## src/rtl/fetch_pkg.sv

```systemverilog
// rtl/fetch_pkg.sv - shared types and helpers for the fetch-result buffer
//
// Contents:
//   INST_W          instruction width in bits
//   FP_FETCH_WIDTH  instructions per fetch block the pack types are built for
//   FP_XLEN         PC / branch-target width the pack types are built for
//   FP_OFS_W        width of the in-block slot offset (at least 1)
//   bp_pack_t       branch-prediction pack {valid, target, taken}
//   fetch_pack_t    buffered entry {valids, pc, insts, bp}
//   valid_mask()    per-slot valid mask from the slot offset

package fetch_pkg;

  localparam int INST_W         = 32;
  localparam int FP_FETCH_WIDTH = 2;
  localparam int FP_XLEN        = 64;
  localparam int FP_OFS_W       = (FP_FETCH_WIDTH > 1) ? $clog2(FP_FETCH_WIDTH) : 1;

  typedef struct packed {
    logic               valid;
    logic [FP_XLEN-1:0] target;
    logic               taken;
  } bp_pack_t;

  typedef struct packed {
    logic [FP_FETCH_WIDTH-1:0]        valids;
    logic [FP_XLEN-1:0]               pc;
    logic [FP_FETCH_WIDTH*INST_W-1:0] insts;
    bp_pack_t                         bp;
  } fetch_pack_t;

  // Slots below the requested offset belong to the previous block and are
  // masked off; with one slot per block the offset is always 0.
  function automatic logic [FP_FETCH_WIDTH-1:0] valid_mask(input logic [FP_OFS_W-1:0] ofs);
    logic [FP_FETCH_WIDTH-1:0] m;
    for (int k = 0; k < FP_FETCH_WIDTH; k++) begin
      m[k] = (k >= int'(ofs));
    end
    return m;
  endfunction

endpackage

```

## src/rtl/fetch_res_fifo.sv

```systemverilog
// rtl/fetch_res_fifo.sv - DEPTH-entry pointer FIFO of fetch_pack_t with flush
//
// Ports:
//   clock, reset   rising-edge clock, asynchronous active-low reset
//   flush          clears pointers and count at the next edge, drops push/pop
//   push/push_data write push_data at tail (ignored when full)
//   pop            advance head (ignored when empty)
//   head_data      entry at head (stale when count is 0)
//   count          occupancy, 0..DEPTH

module fetch_res_fifo
  import fetch_pkg::*;
#(
  parameter int DEPTH = 4
) (
  input  logic                     clock,
  input  logic                     reset,
  input  logic                     flush,
  input  logic                     push,
  input  fetch_pack_t              push_data,
  input  logic                     pop,
  output fetch_pack_t              head_data,
  output logic [$clog2(DEPTH):0]   count
);

  localparam int PW = $clog2(DEPTH);

  fetch_pack_t   mem [DEPTH];
  logic [PW-1:0] head;
  logic [PW-1:0] tail;
  logic          push_ok;
  logic          pop_ok;

  assign push_ok   = push & (count != (PW+1)'(DEPTH)) & ~flush;
  assign pop_ok    = pop & (count != '0) & ~flush;
  assign head_data = mem[head];

  always_ff @(posedge clock or negedge reset) begin
    if (!reset) begin
      head  <= '0;
      tail  <= '0;
      count <= '0;
    end else if (flush) begin
      head  <= '0;
      tail  <= '0;
      count <= '0;
    end else begin
      if (push_ok) tail <= tail + 1'b1;
      if (pop_ok)  head <= head + 1'b1;
      case ({push_ok, pop_ok})
        2'b10:   count <= count + 1'b1;
        2'b01:   count <= count - 1'b1;
        default: count <= count;
      endcase
    end
  end

  // Payload is never reset; pointers alone define which entries are live.
  always_ff @(posedge clock) begin
    if (push_ok) mem[tail] <= push_data;
  end

endmodule

```

## src/rtl/fetch_res_buffer.sv

```systemverilog
// rtl/fetch_res_buffer.sv - aligns fetch responses and buffers them for decode
//
// Optional feature macro: FETCH_RES_BYPASS_EN (empty-buffer same-cycle bypass).
// FETCH_WIDTH and XLEN must match FP_FETCH_WIDTH / FP_XLEN in fetch_pkg.
//
// Ports:
//   clock, reset                       clock, asynchronous active-low reset
//   io_i_flush                         empty the buffer, drop current input
//   io_i_fetch_valid/io_o_fetch_ready  fetch response handshake
//   io_i_pc, io_i_fetch_res            requested PC and fetch block
//   io_i_branch_predict_pack_*         branch-prediction pack for the block
//   io_o_fetch_pack_valid/io_i_fetch_pack_ready  decode handshake
//   io_o_fetch_pack_bits_*             head entry (valids forced 0 when idle)

module fetch_res_buffer
  import fetch_pkg::*;
#(
  parameter int FETCH_WIDTH = FP_FETCH_WIDTH,
  parameter int DEPTH       = 4,
  parameter int XLEN        = FP_XLEN
) (
  input  logic                     clock,
  input  logic                     reset,
  input  logic                     io_i_flush,
  input  logic                     io_i_fetch_valid,
  output logic                     io_o_fetch_ready,
  input  logic [XLEN-1:0]          io_i_pc,
  input  logic [FETCH_WIDTH*32-1:0] io_i_fetch_res,
  input  logic                     io_i_branch_predict_pack_valid,
  input  logic [XLEN-1:0]          io_i_branch_predict_pack_target,
  input  logic                     io_i_branch_predict_pack_taken,
  output logic                     io_o_fetch_pack_valid,
  input  logic                     io_i_fetch_pack_ready,
  output logic [FETCH_WIDTH-1:0]   io_o_fetch_pack_bits_valids,
  output logic [XLEN-1:0]          io_o_fetch_pack_bits_pc,
  output logic [FETCH_WIDTH*32-1:0] io_o_fetch_pack_bits_insts,
  output logic                     io_o_fetch_pack_bits_branch_predict_pack_valid,
  output logic [XLEN-1:0]          io_o_fetch_pack_bits_branch_predict_pack_target,
  output logic                     io_o_fetch_pack_bits_branch_predict_pack_taken
);

  localparam int OFS_W = (FETCH_WIDTH > 1) ? $clog2(FETCH_WIDTH) : 1;
  localparam int LOW_W = $clog2(FETCH_WIDTH) + 2;
  localparam int CNT_W = $clog2(DEPTH) + 1;
  localparam logic [XLEN-1:0] LOW_MASK = (XLEN'(1) << LOW_W) - XLEN'(1);

  logic [OFS_W-1:0] ofs;
  logic [CNT_W-1:0] count;
  fetch_pack_t      in_pack;
  fetch_pack_t      head_pack;
  fetch_pack_t      out_pack;
  logic             enq;
  logic             deq;
  logic             bypass;
  logic             out_valid;

  if (FETCH_WIDTH > 1) begin : g_ofs
    assign ofs = io_i_pc[LOW_W-1:2];
  end else begin : g_ofs_none
    assign ofs = '0;
  end

  always_comb begin
    in_pack           = '0;
    in_pack.valids    = io_i_flush ? '0 : valid_mask(ofs);
    in_pack.pc        = io_i_pc & ~LOW_MASK;
    in_pack.insts     = io_i_fetch_res;
    in_pack.bp.valid  = io_i_branch_predict_pack_valid;
    in_pack.bp.target = io_i_branch_predict_pack_target;
    in_pack.bp.taken  = io_i_branch_predict_pack_taken;
  end

  // Ready looks only at occupancy so it never combinationally depends on decode.
  assign io_o_fetch_ready = (count != CNT_W'(DEPTH));
  assign enq              = io_i_fetch_valid & io_o_fetch_ready & ~io_i_flush;

`ifdef FETCH_RES_BYPASS_EN
  assign bypass = enq & (count == '0);
`else
  assign bypass = 1'b0;
`endif

  assign out_valid = ((count != '0) | bypass) & ~io_i_flush;
  assign out_pack  = bypass ? in_pack : head_pack;
  assign deq       = out_valid & io_i_fetch_pack_ready;

  // A bypassed block that decode takes immediately never touches storage,
  // and a bypass cycle never pops because the stored queue is empty.
  fetch_res_fifo #(
    .DEPTH(DEPTH)
  ) u_fifo (
    .clock     (clock),
    .reset     (reset),
    .flush     (io_i_flush),
    .push      (enq & ~(bypass & deq)),
    .push_data (in_pack),
    .pop       (deq & ~bypass),
    .head_data (head_pack),
    .count     (count)
  );

  assign io_o_fetch_pack_valid                           = out_valid;
  assign io_o_fetch_pack_bits_valids                     = out_valid ? out_pack.valids : '0;
  assign io_o_fetch_pack_bits_pc                         = out_pack.pc;
  assign io_o_fetch_pack_bits_insts                      = out_pack.insts;
  assign io_o_fetch_pack_bits_branch_predict_pack_valid  = out_pack.bp.valid;
  assign io_o_fetch_pack_bits_branch_predict_pack_target = out_pack.bp.target;
  assign io_o_fetch_pack_bits_branch_predict_pack_taken  = out_pack.bp.taken;

endmodule

```

## config.mk

```make
export PLATFORM = sky130hd
export DESIGN_NAME = fetch_res_buffer
export DESIGN_NICKNAME = d
export VERILOG_FILES = /design/src/rtl/fetch_pkg.sv /design/src/rtl/fetch_res_fifo.sv /design/src/rtl/fetch_res_buffer.sv
export SDC_FILE = /design/constraint.sdc
export NUM_CORES = 1
export LEC_CHECK = 0
export ABC_AREA = 1
export BUFFER_PORTS_ARGS = -buffer_cell sky130_fd_sc_hd__buf_2
export CORE_MARGIN = 4
export CORE_UTILIZATION = 40
export CTS_CLUSTER_SIZE = 12
export DETAILED_ROUTE_END_ITERATION = 6
export GPL_TIMING_DRIVEN = 1
export MAX_ROUTING_LAYER = met4
export PLACE_DENSITY = 0.64
export SYNTH_ARGS = -nofsm -noshare
export SYNTH_HDL_FRONTEND = slang
export SYNTH_SLANG_ARGS = --single-unit
```

## constraint.sdc

```tcl
create_clock -name clock -period 18.3 [get_ports clock]
set_clock_uncertainty 0.1 [all_clocks]
set_input_delay 5.49 -clock clock [delete_from_list [all_inputs] [get_ports clock]]
set_output_delay 5.49 -clock clock [all_outputs]
set_load 0.02 [all_outputs]
```

==> results.py, run 1 <==
metrics = {
    "timing": {
        "finalCritPeriodShare_pct": 65.0,
        "hold_ws_ns": 0.457,
        "rsz0062_at_grt": "no",
        "finalHoldViolCount": 0,
        "worst_pin_slew_ns": 1.26,
        "max_freq_mhz": 84.0,
        "max_slew_margin_pct": 15.7,
        "period_needed_ns": 11.90,
        "drv_slew": 0,
        "tns_ns": 0,
        "setup_viol": 0,
    },
    "critical_path": {
        "cp_max_fo": 9,
        "reg2regPathDepth": 8,
        "ff2ff_setup_slack_ns": 14.23,
        "end_kind": "primary output",
        "regToRegStartpoint": "u_fifo.count[0]",
        "path_class": "input pin to primary output",
        "worstSetupStartpointType": "input pin",
        "worstPathArrival_ns": 6.31,
        "worstReg2RegEnd": "u_fifo.mem[1][112]",
        "critPathRequiredTime_ns": 12.71,
    },
    "die": {
        "num_rows": 98,
        "start_util_pct": 40.5,
        "core_sq_um": 71700,
        "die_y_um": 277,
        "io-pin-count": 397,
        "die_area_sq_um": 76900,
        "die_w_um": 277,
    },
    "detailed_routing": {
        "drtAntennaViolNets": 0,
        "drcViolationCount": 0,
        "firstDrtPassIters": 5,
        "dr_total_vias": 17400,
        "drtIter0Drc": 1271,
        "wl_mm": 66.1,
        "wire_per_inst_um": 19.9,
        "viasPerCell": 5.23,
    },
    "placed_design": {
        "dp_hpwl_mm": 36.6,
        "gp_congestion": 0.774,
        "place_area_sq_um": 31600,
        "place_inst": 3176,
        "io_buffer_count": 391,
    },
    "final_layout": {
        "multi_input_area_sq_um": 4890,
        "area_growth_pct": 17.5,
        "layout_commonest_cell": "edfxtp_1",
        "final_cell_area_sq_um": 34100,
        "final_core_util_pct": 47.5,
        "area.sequential_sq_um": 23400,
        "final_cell_mix": "edfxtp_1, nor2_1, buf_2, o21ai_0, o22ai_1",
        "instances_no_fill": 3323,
        "n_fill_cell": 6139,
        "finalNetCount": 2513,
        "drive_gt1_share_pct": 22.2,
    },
    "clock_tree": {
        "cts_hold_buf": 0,
        "post_cts_resized": 0,
        "clk_latency_ns": 0.60,
        "cts_root_buf": "clkbuf_16",
        "htreeDepth": 3,
        "clkTransAtPathRegs_ns": 0.06,
        "numCtsBuffers": 81,
        "cts_tree": "built",
        "post-cts-setup-buffers": 0,
        "cts_buffer_depth": 3,
        "cts_sinks": 779,
    },
    "hold_path": {
        "hold_path.class": "flip-flop to flip-flop",
        "worstHoldPathCells": 2,
        "min_to": "u_fifo.count[1]",
        "min-delay-start": "u_fifo.count[1]",
    },
    "global_routing": {
        "antenna_found_initial": 16,
        "track_usage_pct": 17.0,
        "grt_max_degree": 214,
        "grt_pass1_vias": 17300,
        "overflow": 0,
        "grt_pass1_wl_mm": 100,
    },
    "yosys": {
        "syn_avg_cell_area_sq_um": 14.9,
        "syn_area_sq_um": 29000,
        "yosysUniqueCellTypes": 21,
        "ys_warn_count": 0,
        "seq_area_frac_synth_pct": 80.5,
        "ys_seq_elements": 779,
        "syn_inst": 1942,
    },
    "outcome": {
        "status": "complete, no violations",
    },
    "job": {
        "drv_cap": 0,
    },
    "power": {
        "ir_worst_vdd_v": 0.000111,
        "p_per_area_nw_per_um2": 143,
        "p_leak_nw": 11.7,
    },
}
-- state kept, by name (all words and copies together), names as in the netlist --
register / cells
u_fifo.count: 3
u_fifo.head: 2
u_fifo.mem: 772
u_fifo.tail: 2
-- worst max-delay path: stages --
cell and delay (ns):
buf_2 0.14, inv_1 0.21, nand2_1 0.13, a21oi_1 0.14, buf_2 0.21
-- where the power goes --
part	total [mW]	internal (mW)	leakage, nW	switching [mW]
Combinational	1.25	0.342	3.42	0.911
Sequential	2.12	2.07	7.10	0.0455
Clock	1.50	0.856	1.17	0.642
Total	4.87	3.27	11.7	1.60
-- worst max path at each step --
stage	from	to	slack [ns]	cells after the start
2_1_floorplan	io_i_fetch_valid	u_fifo.mem[0][0]	3.62	4
3_3_place_gp	io_i_flush	io_o_fetch_pack_bits_valids[1]	6.43	5
3_5_place_dp	io_i_flush	io_o_fetch_pack_bits_valids[1]	6.40	5
4_1_cts	io_i_flush	io_o_fetch_pack_bits_valids[1]	6.40	5
5_1_grt	io_i_flush	io_o_fetch_pack_bits_valids[1]	6.34	5
6_report	io_i_flush	io_o_fetch_pack_bits_valids[0]	6.40	5
-- logic make-up (layout without fill, tap and decap cells) --
logic type,Yosys count,in the layout,share of synthesized area (%)
other,1,21,0.0129
buffers and inverters,147,558,2.80
AND/OR/NAND/NOR,423,423,5.48
AO/OA/AOI/OAI,586,586,11.0
XOR/XNOR,1,1,0.0302
adder cells (fa/ha/maj),5,5,0.241
flip-flops,779,779,80.5
-- cell usage after synthesis --
library cell | number | area (sq um)
conb_1 | 1 | 3.75
o21ai_0 | 361 | 1810
dfrtp_1 | 7 | 175
o21ai_1 | 29 | 145
nor2_1 | 397 | 1490
edfxtp_1 | 772 | 23200
inv_1 | 14 | 52.6
fa_1 | 1 | 20.0
o31ai_2 | 1 | 12.5
buf_6 | 26 | 293
buf_8 | 2 | 30.0
ha_1 | 4 | 50.1
inv_4 | 1 | 6.26
nand3_1 | 3 | 15.0
a21oi_1 | 4 | 20.0
buf_4 | 4 | 30.0
o22ai_1 | 191 | 1190
nand2_1 | 23 | 86.3
clkbuf_1 | 80 | 300
buf_2 | 20 | 100
xnor2_1 | 1 | 8.76
-- through the flow --
step	worst slack, ns	total power [mW]
after CTS	6.40	4.92
after floorplan	3.62	3.01
after detailed placement	6.40	3.42
after global routing	6.34	5.11
after global placement	6.43	3.39
final	6.40	4.87
-- layer usage --
metal	vias up	track usage (%)	part of all wire [%]
met4	0	5.32	2.4
met2	545	27.8	50
met1	8643	21.1	40
li1	8092	-	-
met3	112	4.31	7.7
met5	-	-	0
-- cell type report --
type                    count  area share, %
flip-flops and latches    779           68.5
repair buffers            414           6.25
clock inverters            31          0.917
well taps                 950           3.49
multi-input cells        1018           14.3
inverters                  15          0.209
clock buffers              98           6.13
diodes                     18          0.132
Power figures use the tool's default switching activity.
==> inputs of run 2 (changes only) <==
==> constraint.sdc (replaced) <==
create_clock -name clock -period 11.65 [get_ports clock]
set_clock_uncertainty 0.1 [all_clocks]
set_input_delay 3.495 -clock clock [delete_from_list [all_inputs] [get_ports clock]]
set_output_delay 3.495 -clock clock [all_outputs]
set_load 0.02 [all_outputs]
==> run 2 against run 1 <==
Effect of this change:
- sequential power is 57% higher
- clock power is 58% higher
- non-clock buffer count is 2 lower
- combinational power is 58% higher
- critical path depth stayed put
- via count is 0.24% lower
==> results.py, run 2 (synthesized netlist as in run 1, its figures left out) <==
metrics = {
    "global_routing": {
        "track_usage_pct": 17.1,
        "grt_pass1_vias": 17700,
        "grt_max_degree": 201,
        "grtUsageMet3_pct": 4.29,
        "grt_pass1_wl_mm": 100,
        "grt_busiest_layer": "met2",
        "antenna_found_initial": 19,
        "use_met2_pct": 27.8,
        "grt_util_met1_pct": 20.7,
        "overflow": 0,
    },
    "critical_path": {
        "cp_slowest_stage_delay_ns": 0.21,
        "cp_top_family": "buffers and inverters",
        "reg2regPathDepth": 8,
        "crit_end": "io_o_fetch_pack_bits_valids[0]",
        "cp_cell_sequence": "buf_2 -> inv_1 -> nand2_1 -> a21oi_1 -> buf_2",
        "cp_num_cells": 5,
        "worstReg2RegEnd": "u_fifo.mem[1][140]",
        "path_buf_inv": 3,
        "path_class": "input pin to primary output",
        "ff2ff_setup_slack_ns": 8.22,
        "worstPathArrival_ns": 4.30,
        "slowest_stage": "buf_2",
        "end_kind": "primary output",
        "critPathRequiredTime_ns": 8.06,
        "crit_top_cell": "buf_2",
        "regToRegStartpoint": "u_fifo.count[0]",
        "worstSetupStartpointType": "input pin",
        "cp_max_fo": 9,
        "cp-startpoint": "io_i_flush",
    },
    "detailed_routing": {
        "dr_total_vias": 17400,
        "viasPerCell": 5.21,
        "drtIter0Drc": 1182,
        "wl_mm": 66.3,
        "drcViolationCount": 0,
        "firstDrtPassIters": 5,
        "drtAntennaViolNets": 0,
        "wire_per_inst_um": 19.9,
    },
    "placed_design": {
        "gp_congestion": 0.753,
        "io_buffer_count": 391,
        "dp_hpwl_mm": 36.5,
        "place_inst": 3174,
    },
    "job": {
        "drv_cap": 0,
    },
    "final_layout": {
        "area_growth_pct": 17.8,
        "largest_registers": "u_fifo.mem x772, u_fifo.count x3",
        "final_core_util_pct": 47.7,
        "finalNetCount": 2511,
        "drive_gt1_share_pct": 22.3,
        "top_register": "u_fifo.mem",
        "final_cell_mix": "edfxtp_1, nor2_1, buf_2, o21ai_0, o22ai_1",
        "largest_register_ffs": 772,
        "layout_commonest_cell": "edfxtp_1",
        "instances_no_fill": 3329,
    },
    "timing": {
        "max_freq_mhz": 127,
        "period_needed_ns": 7.90,
        "worst_pin_slew_ns": 1.25,
        "finalHoldViolCount": 0,
        "rsz0062_at_grt": "no",
        "tns_ns": 0,
        "max_slew_margin_pct": 16.7,
        "hold_ws_ns": 0.448,
        "setup_viol": 0,
        "drv_slew": 0,
        "finalCritPeriodShare_pct": 67.8,
    },
    "power": {
        "ir_worst_vdd_v": 0.000136,
        "p_per_area_nw_per_um2": 224,
        "p_leak_nw": 11.7,
        "totalPowerFinal_mw": 7.67,
    },
    "clock_tree": {
        "numCtsBuffers": 81,
        "cts_root_buf": "clkbuf_16",
        "post_cts_resized": 0,
        "cts_buffer_depth": 3,
        "clk_latency_ns": 0.61,
        "cts_sinks": 779,
        "clkTransAtPathRegs_ns": 0.05,
        "post-cts-setup-buffers": 0,
        "cts_tree": "built",
        "cts_hold_buf": 0,
        "htreeDepth": 3,
    },
    "die": {
        "core_sq_um": 71700,
        "io-pin-count": 397,
        "die_w_um": 277,
        "num_rows": 98,
        "die_y_um": 277,
        "start_util_pct": 40.5,
        "die_area_sq_um": 76900,
    },
    "hold_path": {
        "hold_path.class": "flip-flop to flip-flop",
    },
    "outcome": {
        "status": "complete, no violations",
    },
}
[run 2: cell count changes in the layout (fill, tap and decap cells not counted), sizes merged]
cell,delta
clkinv,-3
diode,+3
bufinv,-1
clkbuf,+12
inv,-3
buf,-2
[run 2: layout make-up]
type / instances / area (sq um)
fillers: 6137 / 37500
flip-flops and latches: 779 / 23400
multi-input cells: 1018 / 4890
clock buffers: 110 / 2200
repair buffers: 412 / 2150
well taps: 950 / 1190
clock inverters: 24 / 264
inverters: 15 / 71.3
diodes: 21 / 52.6
[run 2: per-stage QoR]
stage,cell area (sq um),setup WS [ns]
final,34200,3.75
after detailed placement,31700,3.73
after floorplan,29000,-1.03
after CTS,34100,3.73
after global routing,34200,3.65
after global placement,31700,3.77
[run 2: report_power, final]
part           switching, mW  total (mW)  internal [mW]
Clock                  0.999        2.37           1.37
Sequential            0.0694        3.32           3.25
Combinational           1.44        1.98          0.538
[run 2: worst min path at each step]
stage	cells past startpoint	startpoint	slack (ns)	end
3_5_place_dp	2	u_fifo.count[2]	0.44	u_fifo.count[2]
6_report	2	u_fifo.count[2]	0.45	u_fifo.count[2]
5_1_grt	2	u_fifo.count[2]	0.48	u_fifo.count[2]
3_3_place_gp	2	u_fifo.count[1]	0.42	u_fifo.count[1]
4_1_cts	2	u_fifo.count[2]	0.46	u_fifo.count[2]
2_1_floorplan	2	u_fifo.count[1]	0.40	u_fifo.count[1]
[run 2: per-layer routing]
| layer | share of wire [%] | wire length (um) |
|---|---|---|
| met2 | 49 | 32700 |
| met1 | 40 | 26800 |
| met4 | 2.9 | 1900 |
| met3 | 7.5 | 4950 |
| met5 | 0 | 0 |
[run 2: tightest hold or removal path, stage by stage (launching register included)]
cell     delay [ns]
dfrtp_1        0.39
nand2_1        0.07
nand2_1        0.06
